### src/rtl/prod_accum_pkg.sv
// Shared definitions for the product accumulator: FSM state encoding and
// the term-counter width derivation.
package prod_accum_pkg;

  // ACC collects products, HOLD presents the finished sum downstream.
  typedef enum logic {
    ST_ACC  = 1'b0,
    ST_HOLD = 1'b1
  } state_t;

  // Counter must hold values 0..n_terms inclusive.
  function automatic int cnt_width(input int n_terms);
    return $clog2(n_terms + 1);
  endfunction

endpackage

### src/rtl/prod_accum.sv
// Sequential accumulator behind the 8x8 shift-and-add multiplier. Sums up to
// N_TERMS unsigned products (fewer if in_last is seen) into an ACC_W-bit
// register and presents sum, term count and a sticky wrap flag over
// valid/ready. One bubble per sum: in_ready is low for every HOLD cycle.
module prod_accum
  import prod_accum_pkg::*;
#(
  parameter int P_W     = 16,
  parameter int ACC_W   = 24,
  parameter int N_TERMS = 8,
  localparam int CNT_W  = cnt_width(N_TERMS)
) (
  input  logic             clk,
  input  logic             rst,
  input  logic             in_valid,
  output logic             in_ready,
  input  logic [P_W-1:0]   in_prod,
  input  logic             in_last,
  output logic             out_valid,
  input  logic             out_ready,
  output logic [ACC_W-1:0] out_sum,
  output logic [CNT_W-1:0] out_count,
  output logic             out_ovf
);

  // Unsigned wrap-around add; the extra MSB of the result is the carry out
  // of ACC_W, which feeds the sticky overflow flag.
  function automatic logic [ACC_W:0] add_wrap(input logic [ACC_W-1:0] a,
                                               input logic [P_W-1:0]   b);
    logic [ACC_W:0] b_ext;
    b_ext          = '0;
    b_ext[P_W-1:0] = b;
    return {1'b0, a} + b_ext;
  endfunction

  state_t           state;
  state_t           state_nxt;
  logic [ACC_W-1:0] acc;
  logic [CNT_W-1:0] cnt;
  logic             ovf;
  logic             accept;
  logic             release_out;
  logic             last_term;
  logic [ACC_W:0]   sum_ext;

  // Handshake decode and the candidate sum for this cycle's product.
  always_comb begin
    accept      = in_valid && (state == ST_ACC);
    release_out = out_ready && (state == ST_HOLD);
    last_term   = in_last || (cnt == CNT_W'(N_TERMS - 1));
    sum_ext     = add_wrap(acc, in_prod);
  end

  // Next-state: a terminating accept moves to HOLD, a taken result returns to ACC.
  always_comb begin
    state_nxt = state;
    case (state)
      ST_ACC:  if (accept && last_term) state_nxt = ST_HOLD;
      ST_HOLD: if (release_out)         state_nxt = ST_ACC;
      default: state_nxt = ST_ACC;
    endcase
  end

  // State register; reset drops any sum in progress or on display.
  always_ff @(posedge clk) begin
    if (rst) begin
      state <= ST_ACC;
    end else begin
      state <= state_nxt;
    end
  end

  // Accumulator, term counter and sticky wrap flag. They clear when the
  // result is taken so the next sum starts from zero.
  always_ff @(posedge clk) begin
    if (rst) begin
      acc <= '0;
      cnt <= '0;
      ovf <= 1'b0;
    end else if (accept) begin
      acc <= sum_ext[ACC_W-1:0];
      cnt <= cnt + CNT_W'(1);
      ovf <= ovf | sum_ext[ACC_W];
    end else if (release_out) begin
      acc <= '0;
      cnt <= '0;
      ovf <= 1'b0;
    end
  end

  // Handshake outputs are decoded from state only; data comes straight
  // from the registers, so there is no input-to-output combinational path.
  always_comb begin
    in_ready  = (state == ST_ACC);
    out_valid = (state == ST_HOLD);
    out_sum   = acc;
    out_count = cnt;
    out_ovf   = ovf;
  end

endmodule

### config.mk
export PLATFORM = sky130hd
export DESIGN_NAME = prod_accum
export DESIGN_NICKNAME = d
export VERILOG_FILES = /design/src/rtl/prod_accum_pkg.sv /design/src/rtl/prod_accum.sv
export SDC_FILE = /design/constraint.sdc
export NUM_CORES = 1
export LEC_CHECK = 0
export ABC_AREA = 1
export ABC_CLOCK_PERIOD_IN_PS = 2400
export CELL_PAD_IN_SITES_DETAIL_PLACEMENT = 1
export CELL_PAD_IN_SITES_GLOBAL_PLACEMENT = 2
export CORE_MARGIN = 1
export CORE_UTILIZATION = 26
export DETAILED_ROUTE_END_ITERATION = 7
export PLACE_DENSITY_LB_ADDON = 0.15
export SLEW_MARGIN = 20
export SYNTH_ARGS = -nofsm -noshare
export SYNTH_HDL_FRONTEND = slang
export SYNTH_SLANG_ARGS = --single-unit
### constraint.sdc
create_clock -name clk -period 2.4 [get_ports clk]
set_clock_uncertainty 0.15 [all_clocks]
set_input_delay 0.48 -clock clk [delete_from_list [all_inputs] [get_ports clk]]
set_output_delay 0.48 -clock clk [all_outputs]
set_load 0.02 [all_outputs]
==> results.md <==
- Number of antenna repair diodes: 0
- Post-Layout Inst Area: 3450 sq um
- Synth area leaders: dfxtp_1 (25%), nand2_1 (24%), ha_1 (8.8%)
- # hold bufs at CTS: 0
- Die height: 98.5 um
- PortBufs: 51
- Unrepaired setup endpoints after global routing: false
- Mapped Avg Cell Area: 5.80 sq um
- Total via count after detailed routing: 2878
- Number of routed nets with antenna violations: 0
- Share of final-layout standard cells stronger than drive strength 1: 0.103
- Clock tree from TritonCTS: built
- Highest fanout seen on the critical path: 4
- Clock sink total: 30
- Pre-antenna DRT Iters: 4
- Seq cells post-synth: 30
- I/O Pins: 52
- DR DRC count: 0
- Portion of the post-synthesis area used by sequential elements: 0.248
- Min Tclk post-route: 2.25 ns
- Critical Path Slowest Stage Cell: clkdlybuf4s50_1
- Detail Placement HPWL: 6950 um
- Final Hold Viols: 0
- Clock buffers created by TritonCTS: 5
- Area share of the largest cell type after synthesis: 0.248
- Placeable Area: 8890 sq um
- Placer's final routability congestion estimate: 0.816
- Capturing element type of the critical path: flip-flop
- Count of non-filler cells in the finished layout: 611
- Detailed router's first-iteration violation count: 59
- Maximum single-stage delay on the critical path: 0.41 ns
- DRT Wirelength: 8620 um
- Placement Cell Area: 3290 sq um
- DR WL/cell: 14.1 um
- Most used cell along the critical path: nand2_1
- Net total in the final layout: 541
- Number of global-route vias before repair: 3005
- Most used cells in the layout excluding fill and tap cells: nand2_1 (155), inv_1 (56), clkdlybuf4s50_1 (51)
- Die extent in x: 98.5 um
- CP Data Arrival Time: 2.27 ns
- Power density of the placed cells: 556 nW/um^2
- Slew @ Worst Pin: 0.420 ns
- Instance count after placement with tap cells included: 603
- Fmax: 445 MHz
- Relative slew slack: 0.719
- Maximum level of the CTS H-tree: 2
- Category of the most critical setup path: input pin to flip-flop
- Layout-stage area growth over the synthesis result: 42.3%
- Peak ir drop on the vdd network: 0.252 mV
- Cell accounting for the most synthesized area: dfxtp_1
- Buf/Inv on CP: 1
- Post-synthesis instance area: 2420 sq um
- Number of antenna violations at the first check in global routing: 0
- First-pass GRT wire length: 14600 um
- Final setup vio count: 0
- Post-CTS clock slew at the launch and capture registers of the worst setup and hold paths: 0.07 ns
- Static Leak: 0.00164 uW
- Worst-path cell chain: clkdlybuf4s50_1, ha_1, fa_2, nand2_1, nand3_1, nand2_1, nand2_1, nand2_1, nand2_1, a21oi_1, nor2_1
- Mapped Cells: 418
- Via density per instance: 4.71
- # Max-Cap Violations: 0
- Fillers: 1203
- Effective utilization at floorplan: 0.272
- CTS Root Cell: clkbuf_8
- Largest delay share family, worst path: simple AND/OR/NAND/NOR gates
- Net count after synthesis: 457
- Combined global-route utilization of all metal layers: 0.189
- Max clock buf depth: 2
- Yosys cell types: 24
- Status: finished, final reports clean
- Full die area: 9710 sq um
- Commonest non-fill, non-tap cell in the layout: nand2_1
- Required @ worst endpoint: 2.43 ns
- Yosys warning total: 0
- Fin util: 0.388
- Final slew viol count: 0
- Fin crit share: 0.936
- Later-pin clock latency in the skew report: 0.29 ns
- Number of post-CTS setup repair buffers: 0
- Tightest hold margin: 0.326 ns
- Overflow left after global routing: 0
- HP Class: flip-flop to flip-flop
- Critical path launch point type: input pin
- Maximum number of pins on one net before global-route repair: 25
- Setup TNS after final layout: 0 ns
- Cell row count: 34
## metal layers
| layer | track usage | part of all wire |
|---|---|---|
| met1 | 0.237 | 0.48 |
| met2 | 0.344 | 0.49 |
| met3 | 0.0277 | 0.020 |
| met4 | 0.0367 | 0.0061 |
| met5 | 0 | 0 |
## power breakdown
part	internal (uW)	switching (uW)	leakage, uW	total, uW
Clock	443	222	0.0000714	665
Combinational	307	384	0.00132	691
Sequential	532	28.8	0.000245	560
## worst min-delay path, cell delays in order, from the launching register on
cell and delay (ns):
dfxtp_1 0.33, nand2_1 0.05, o31ai_1 0.06
## per-stage QoR
| step | setup slack [ns] | power (uW) |
|---|---|---|
| floorplan | 0.411 | 942 |
| global placement | -0.219 | 1250 |
| detailed placement | -0.221 | 1260 |
| CTS | 0.0877 | 1950 |
| global route | 0.00305 | 2050 |
| finish | 0.153 | 1920 |
## cell type report
cell class,count,area (sq um),share of cell area
clock buffers,6,82.6,0.0240
well taps,108,135,0.0392
flip-flops and latches,30,601,0.174
multi-input cells,323,1580,0.458
clock inverters,2,60.1,0.0174
inverters,58,218,0.0632
repair buffers,84,771,0.224
## cell usage after synthesis (all sizes together)
master / number
nor3: 6
clkinv: 2
nand3: 33
dfxtp: 30
or2: 5
nor2: 34
a21oi: 40
and2: 3
nand3b: 6
ha: 17
clkbuf: 3
o21ai: 12
fa: 1
buf: 4
o31ai: 1
nand2: 158
a211oi: 1
a21o: 2
inv: 56
nand4: 4
## what timing repair did
action	in CTS	in global routing
endpoints found under the setup margin	0	10
hold endpoints to repair	0	0
resized for setup	0	5
## flip-flops by register name, summed over array words and instances (netlist names)
name,cells
out_valid,1
out_count,4
out_ovf,1
out_sum,24
## final timing paths
| kind | start | end | slack, ns | cells past startpoint |
|---|---|---|---|---|
| worst min register to register | out_ovf$_SDFFE_PP0P_ | out_ovf$_SDFFE_PP0P_ | 0.33 | 2 |
| worst max register to register | out_sum[11]$_SDFFE_PP0P_ | out_sum[23]$_SDFFE_PP0P_ | 0.43 | 10 |
| worst min-delay path | out_ovf$_SDFFE_PP0P_ | out_ovf$_SDFFE_PP0P_ | 0.33 | 2 |
| worst max-delay path | in_prod[0] | out_sum[22]$_SDFFE_PP0P_ | 0.15 | 11 |
## kinds of logic after synthesis
kind of cell	synth area share
simple gates	0.431
buf+inv	0.105
compound gates	0.120
flops	0.248
fa+ha+maj	0.0961
No activity file was read; power rests on OpenSTA's default activity.
